==> src/rtl/cpu_pkg.sv <==
// cpu_pkg: shared decode definitions -- instruction field positions, opcodes,
// ALU operation codes and the control bundle carried through the D/E register.
package cpu_pkg;

  // Instruction field bit positions
  localparam int OPC_MSB  = 31;
  localparam int OPC_LSB  = 25;
  localparam int DST_MSB  = 24;
  localparam int DST_LSB  = 20;
  localparam int SRC1_MSB = 19;
  localparam int SRC1_LSB = 15;
  localparam int SRC2_MSB = 14;
  localparam int SRC2_LSB = 10;
  localparam int IMM_MSB  = 14;

  // Opcodes
  localparam logic [6:0] OP_ADD      = 7'h00;
  localparam logic [6:0] OP_SUB      = 7'h01;
  localparam logic [6:0] OP_MUL      = 7'h02;
  localparam logic [6:0] OP_LDB      = 7'h10;
  localparam logic [6:0] OP_LDW      = 7'h11;
  localparam logic [6:0] OP_STB      = 7'h12;
  localparam logic [6:0] OP_STW      = 7'h13;
  localparam logic [6:0] OP_MOV      = 7'h14;
  localparam logic [6:0] OP_BEQ      = 7'h30;
  localparam logic [6:0] OP_JUMP     = 7'h31;
  localparam logic [6:0] OP_TLBWRITE = 7'h32;
  localparam logic [6:0] OP_IRET     = 7'h33;

  // ALU operations; address generation for loads/stores/jumps uses ALU_ADD
  localparam logic [2:0] ALU_ADD  = 3'd0;
  localparam logic [2:0] ALU_SUB  = 3'd1;
  localparam logic [2:0] ALU_MUL  = 3'd2;
  localparam logic [2:0] ALU_PASS = 3'd3;
  localparam logic [2:0] ALU_TLB  = 3'd4;
  localparam logic [2:0] ALU_IRET = 3'd5;

  typedef struct packed {
    logic       reg_write;
    logic       mem_read;
    logic       mem_write;
    logic       byte_access;
    logic       branch;
    logic       jump;
    logic [2:0] alu_op;
    logic       use_imm;
  } ctrl_t;

  function automatic logic [31:0] sext15(input logic [14:0] v);
    return {{17{v[14]}}, v};
  endfunction

endpackage

==> src/rtl/regfile.sv <==
// regfile: 32x32 register file, one write port, two asynchronous read ports.
// r0 always reads zero and ignores writes.
// Build option: define DECODE_WB_BYPASS_EN to make a same-cycle write visible
// on the read ports (write-through); otherwise the old value is read.
module regfile (
  input  logic        clk,
  input  logic        reset,
  input  logic        wb_en,
  input  logic [4:0]  wb_addr,
  input  logic [31:0] wb_data,
  input  logic [4:0]  rd_addr_a,
  input  logic [4:0]  rd_addr_b,
  output logic [31:0] rd_data_a,
  output logic [31:0] rd_data_b
);

  logic [31:0] regs [32];
  logic        byp_a;
  logic        byp_b;

  // Storage: full clear on reset, otherwise write on strobe (r0 excluded)
  always_ff @(posedge clk) begin
    if (reset) begin
      for (int i = 0; i < 32; i++) regs[i] <= '0;
    end else if (wb_en && (wb_addr != 5'd0)) begin
      regs[wb_addr] <= wb_data;
    end
  end

`ifdef DECODE_WB_BYPASS_EN
  assign byp_a = wb_en && (wb_addr != 5'd0) && (wb_addr == rd_addr_a);
  assign byp_b = wb_en && (wb_addr != 5'd0) && (wb_addr == rd_addr_b);
`else
  assign byp_a = 1'b0;
  assign byp_b = 1'b0;
`endif

  // Read ports: r0 forced to zero, optional write-through
  always_comb begin
    rd_data_a = regs[rd_addr_a];
    rd_data_b = regs[rd_addr_b];
    if (byp_a) rd_data_a = wb_data;
    if (byp_b) rd_data_b = wb_data;
    if (rd_addr_a == 5'd0) rd_data_a = '0;
    if (rd_addr_b == 5'd0) rd_data_b = '0;
  end

endmodule

==> src/rtl/decode_stage.sv <==
// decode_stage: instruction decode with D/E pipeline register, load-use hazard
// detection and the register file.
// Build option: DECODE_WB_BYPASS_EN enables register-file write-through.
module decode_stage
  import cpu_pkg::*;
(
  input  logic        clk,
  input  logic        reset,
  input  logic        flush,
  input  logic        EN_REG,
  input  logic [31:0] instruction,
  input  logic [31:0] PCnext,
  input  logic        wb_en,
  input  logic [4:0]  wb_addr,
  input  logic [31:0] wb_data,
  output logic [31:0] PC_out,
  output logic [31:0] rs1_data,
  output logic [31:0] rs2_data,
  output logic [31:0] imm,
  output logic [4:0]  rd,
  output ctrl_t       ctrl,
  output logic        valid,
  output logic        stall_fetch
);

  logic [6:0]  opcode;
  logic [4:0]  dst;
  logic [4:0]  src1;
  logic [4:0]  src2;
  logic [14:0] imm15;
  ctrl_t       dec_ctrl;
  logic        dec_valid;
  logic        use_src1;
  logic        use_src2;
  logic        use_dst;
  logic [4:0]  rd_addr_b;
  logic [31:0] rf_a;
  logic [31:0] rf_b;
  logic        hazard;
  logic        de_clear;

  assign opcode = instruction[OPC_MSB:OPC_LSB];
  assign dst    = instruction[DST_MSB:DST_LSB];
  assign src1   = instruction[SRC1_MSB:SRC1_LSB];
  assign src2   = instruction[SRC2_MSB:SRC2_LSB];
  assign imm15  = instruction[IMM_MSB:0];

  // Opcode decode: control bundle plus the register fields actually read
  always_comb begin
    dec_ctrl  = '0;
    dec_valid = 1'b1;
    use_src1  = 1'b0;
    use_src2  = 1'b0;
    use_dst   = 1'b0;
    case (opcode)
      OP_ADD: begin
        dec_ctrl.reg_write = 1'b1; dec_ctrl.alu_op = ALU_ADD;
        use_src1 = 1'b1; use_src2 = 1'b1;
      end
      OP_SUB: begin
        dec_ctrl.reg_write = 1'b1; dec_ctrl.alu_op = ALU_SUB;
        use_src1 = 1'b1; use_src2 = 1'b1;
      end
      OP_MUL: begin
        dec_ctrl.reg_write = 1'b1; dec_ctrl.alu_op = ALU_MUL;
        use_src1 = 1'b1; use_src2 = 1'b1;
      end
      OP_LDB, OP_LDW: begin
        dec_ctrl.reg_write   = 1'b1;
        dec_ctrl.mem_read    = 1'b1;
        dec_ctrl.byte_access = (opcode == OP_LDB);
        dec_ctrl.alu_op      = ALU_ADD;
        dec_ctrl.use_imm     = 1'b1;
        use_src1 = 1'b1;
      end
      OP_STB, OP_STW: begin
        dec_ctrl.mem_write   = 1'b1;
        dec_ctrl.byte_access = (opcode == OP_STB);
        dec_ctrl.alu_op      = ALU_ADD;
        dec_ctrl.use_imm     = 1'b1;
        use_src1 = 1'b1; use_dst = 1'b1;
      end
      OP_MOV: begin
        dec_ctrl.reg_write = 1'b1; dec_ctrl.alu_op = ALU_PASS;
        use_src1 = 1'b1;
      end
      OP_BEQ: begin
        dec_ctrl.branch = 1'b1; dec_ctrl.alu_op = ALU_SUB;
        use_src1 = 1'b1; use_src2 = 1'b1;
      end
      OP_JUMP: begin
        dec_ctrl.jump = 1'b1; dec_ctrl.alu_op = ALU_ADD; dec_ctrl.use_imm = 1'b1;
        use_src1 = 1'b1;
      end
      OP_TLBWRITE: begin
        dec_ctrl.alu_op = ALU_TLB;
        use_src1 = 1'b1; use_src2 = 1'b1;
      end
      OP_IRET: begin
        dec_ctrl.alu_op = ALU_IRET;
      end
      default: dec_valid = 1'b0;
    endcase
  end

  // Stores carry their data register in the dst field, so port B reads it there
  assign rd_addr_b = dec_ctrl.mem_write ? dst : src2;

  regfile u_regfile (
    .clk       (clk),
    .reset     (reset),
    .wb_en     (wb_en),
    .wb_addr   (wb_addr),
    .wb_data   (wb_data),
    .rd_addr_a (src1),
    .rd_addr_b (rd_addr_b),
    .rd_data_a (rf_a),
    .rd_data_b (rf_b)
  );

  assign hazard = valid && ctrl.mem_read && (rd != 5'd0) &&
                  ((use_src1 && (src1 == rd)) ||
                   (use_src2 && (src2 == rd)) ||
                   (use_dst  && (dst  == rd)));

  assign stall_fetch = hazard && !reset && !flush;

  // A stalled advance turns into a bubble; reset and flush win over everything
  assign de_clear = reset || flush || (EN_REG && stall_fetch);

  // D/E register: clear or bubble, else advance when enabled, else hold
  always_ff @(posedge clk) begin
    if (de_clear) begin
      PC_out   <= '0;
      rs1_data <= '0;
      rs2_data <= '0;
      imm      <= '0;
      rd       <= '0;
      ctrl     <= '0;
      valid    <= 1'b0;
    end else if (EN_REG) begin
      PC_out   <= PCnext;
      rs1_data <= rf_a;
      rs2_data <= rf_b;
      imm      <= sext15(imm15);
      rd       <= dst;
      ctrl     <= dec_ctrl;
      valid    <= dec_valid;
    end
  end

endmodule
==> config.mk <==
export PLATFORM = sky130hd
export DESIGN_NAME = decode_stage
export DESIGN_NICKNAME = d
export VERILOG_FILES = /design/src/rtl/cpu_pkg.sv /design/src/rtl/regfile.sv /design/src/rtl/decode_stage.sv
export SDC_FILE = /design/constraint.sdc
export NUM_CORES = 2
export LEC_CHECK = 0
export ABC_AREA = 1
export CAP_MARGIN = 20
export CELL_PAD_IN_SITES_DETAIL_PLACEMENT = 1
export CELL_PAD_IN_SITES_GLOBAL_PLACEMENT = 1
export CORE_MARGIN = 1
export CORE_UTILIZATION = 47
export DETAILED_ROUTE_END_ITERATION = 16
export GPL_TIMING_DRIVEN = 0
export PLACE_DENSITY = 0.78
export SLEW_MARGIN = 20
export SYNTH_ARGS = -nofsm -noshare
export SYNTH_HDL_FRONTEND = slang
export SYNTH_SLANG_ARGS = --single-unit
==> constraint.sdc <==
create_clock -name clk -period 4 [get_ports clk]
set_clock_uncertainty 0.1 [all_clocks]
set_input_delay 0.8 -clock clk [delete_from_list [all_inputs] [get_ports clk]]
set_output_delay 0.8 -clock clk [all_outputs]
set_load 0.005 [all_outputs]
==> impl_metrics.env <==
export IMPL_ys_seq_area_share_pct=55.1
export IMPL_antenna_found_initial=32
export IMPL_slew_headroom_pct=8.63
export IMPL_cts_tree="done"
export IMPL_multiInputGateArea_sq_um=24100
export IMPL_fin_crit_sh_pct=106
export IMPL_routabilityCongestion=1.07
export IMPL_drive_above_1_share_pct=7.92
export IMPL_critPathMaxStageDelay_ps=850
export IMPL_viasPerCell=6.83
export IMPL_clock_fmax_mhz=235
export IMPL_cp_slowest_cell="clkbuf_1"
export IMPL_reg2reg_depth=12
export IMPL_ant_nets=0
export IMPL_first_iter_violations=11800
export IMPL_drv_slew=0
export IMPL_drt_wirelength_per_cell_um=38.2
export IMPL_reg2reg_slack_ps=1310
export IMPL_numCtsBuffers=137
export IMPL_layout_common_cells="nand2_1, nor2_1, edfxtp_1"
export IMPL_clkTransAtPathRegs_ps=60
export IMPL_ys_seq_elements=1151
export IMPL_drv_cap=0
export IMPL_timing_final_ws_setup_ps=-258
export IMPL_grt_usage_pct=54.2
export IMPL_synth_enable_flop_cells=1024
export IMPL_final_hold_viol_count=0
export IMPL_hold_start="PC_out[18]"
export IMPL_grt_pass1_vias=62700
export IMPL_avgSynthCellArea_sq_um=8.35
export IMPL_grt_remaining_overflow=0
export IMPL_dpl_cell_area_sq_um=65700
export IMPL_path_delay_family="buffers and inverters"
export IMPL_cp_required_ps=4640
export IMPL_num_vias=64800
export IMPL_powerDensity_nw_per_um2=457
export IMPL_min_path_type="register to register"
export IMPL_whs_ps=363
export IMPL_port_buffers=250
export IMPL_drcViolationCount=0
export IMPL_rows=131
export IMPL_tightest_slew_ps=1370
export IMPL_final_cell_area_sq_um=70600
export IMPL_final_nets=7785
export IMPL_nFillCells=15200
export IMPL_start_util_pct=47.3
export IMPL_hold_buffers=0
export IMPL_fin_setup_tns_ps=-17350
export IMPL_ir_drop_uv=503
export IMPL_die_area_sq_um=130000
export IMPL_cts_root_buffer="clkbuf_16"
export IMPL_cellLeakagePower_uw=0.0283
export IMPL_r2r_end="rs1_data[17]"
export IMPL_async_flop_share_pct=0
export IMPL_grt_max_degree=33
export IMPL_die_y_um=360
export IMPL_die_w_um=360
export IMPL_path_class="primary input to register"
export IMPL_grt_pass1_wl_um=486000
export IMPL_io_pins=251
export IMPL_start_kind="primary input"
export IMPL_syn_inst=7228
export IMPL_syn_to_final_growth_pct=16.9
export IMPL_final_common_cell="nand2_1"
export IMPL_yosys_warnings=0
export IMPL_core_area_sq_um=128000
export IMPL_hold_end="PC_out[18]"
export IMPL_clkLatencyLatePin_ps=820
export IMPL_crit_top_cell="nor2_1"
export IMPL_post_place_cells=9194
export IMPL_ys_types=41
export IMPL_path_buf_inv=3
export IMPL_clockBufferDepth=3
export IMPL_htree_levels=4
export IMPL_period_needed_ps=4260
export IMPL_path_max_fanout=10
export IMPL_instances_no_fill=9489
export IMPL_routed_wl_um=363000
export IMPL_rr_startpoint="rd[0]"
export IMPL_dpl_hpwl_um=260000
export IMPL_netlist_area_sq_um=60400
export IMPL_arrival_ps=4900
export IMPL_status="finished, violations left"
export IMPL_worstPathCellList="clkdlybuf4s50_1 > nor2_1 > clkbuf_2 > clkbuf_1 > a21oi_1 > o211ai_1 > nand3_1 > o31ai_1 > a22oi_1 > nor2_1"
export IMPL_failed_checks="negative setup slack"
export IMPL_synthFlopType="edfxtp_1"
export IMPL_seq_area_sq_um=33300
export IMPL_finalSetupViolCount=216
export IMPL_dr_pass1_iters=9
export IMPL_cts_sinks=1151
export IMPL_critPathCaptureType="register"
export IMPL_hold_depth=2
## metrics by stage
step,worst slack (ps),utilization [%],power [uW]
floorplan,906,-,16500
global placement,-2750,51.0,18900
detailed placement,-1560,51.5,19100
CTS,-22.8,55.1,31500
global route,-5.15,55.3,32300
finish,-258,55.3,32300
## metal layers
metal / routed length (um) / up-vias / share of wire (%) / track usage (%)
met5: 511 / - / 0.14 / 0
met4: 35700 / 32 / 9.8 / 45.0
li1: - / 25400 / - / -
met2: 145000 / 5988 / 40 / 74.7
met1: 122000 / 31800 / 34 / 64.0
met3: 60000 / 1566 / 17 / 25.3
## Yosys cell counts, types with 125 or more instances
library cell | instances | area share, %
o21ai_0 | 326 | 2.7
clkbuf_1 | 416 | 2.6
nand2_1 | 1895 | 12
mux2i_1 | 125 | 2.1
edfxtp_1 | 1024 | 51
inv_1 | 133 | 0.83
o22ai_1 | 126 | 1.3
nor2_1 | 1314 | 8.2
buf_2 | 184 | 1.5
nand3_1 | 987 | 8.2
dfxtp_1 | 127 | 4.2
a21oi_1 | 282 | 2.3
## layout make-up
class,instances,share of cell area (%)
clock inverter,59,0.704
inverter,142,0.755
clock buffer,192,5.59
antenna,36,0.128
buffer,671,4.37
multi-input combinational,5294,34.1
timing repair buffer,282,4.22
sequential,1151,47.2
tap,1662,2.95
## worst max-delay path by stage
stage                          from               endpoint  slack, ps  cells past startpoint
detailed placement  instruction[17]           rs1_data[16]      -1560                     10
global route                  reset   u_regfile.regs[3][6]         -5                     10
floorplan                wb_addr[2]  u_regfile.regs[27][0]        910                      9
global placement         wb_addr[2]  u_regfile.regs[12][3]      -2750                     10
finish              instruction[16]            rs1_data[2]       -260                     10
CTS                 instruction[15]           rs1_data[16]        -20                     13
## state kept, by name (all words and copies together), names as in the netlist
name and cells:
u_regfile.regs 1024, PC_out 32, rs1_data 32, rs2_data 32, imm 15, ctrl 10
rd 5, valid 1
## power by group
part           leakage [uW]  switching (uW)  internal [uW]
Clock               0.00218            5590           7330
Sequential           0.0108             412          13700
Combinational        0.0153            4010           1220
Total                0.0283           10000          22300
## worst min-delay path: cells and delay by family (launching register included)
family,cells,cell delay [ps]
flip-flops,1,310
AND/OR/NAND/NOR,1,60
AO/OA/AOI/OAI,1,50
## cells by family after synthesis
family                 synth area share, %
AND/OR/NAND/NOR                       28.5
flip-flops                            55.1
AO/OA/AOI/OAI                         8.30
buffers and inverters                 5.73
multiplexers                          2.07
XOR/XNOR                             0.203
other                              0.00621
## repair_timing
| action | 4_1_cts | 5_1_grt |
|---|---|---|
| gates resized for setup | 35 | 94 |
| buffers inserted | 0 | 7 |
| pin swaps | 1 | 6 |
| setup endpoints to repair | 996 | 744 |
| cloned | 0 | 1 |
Note: power is estimated with default switching activity, not from simulation.
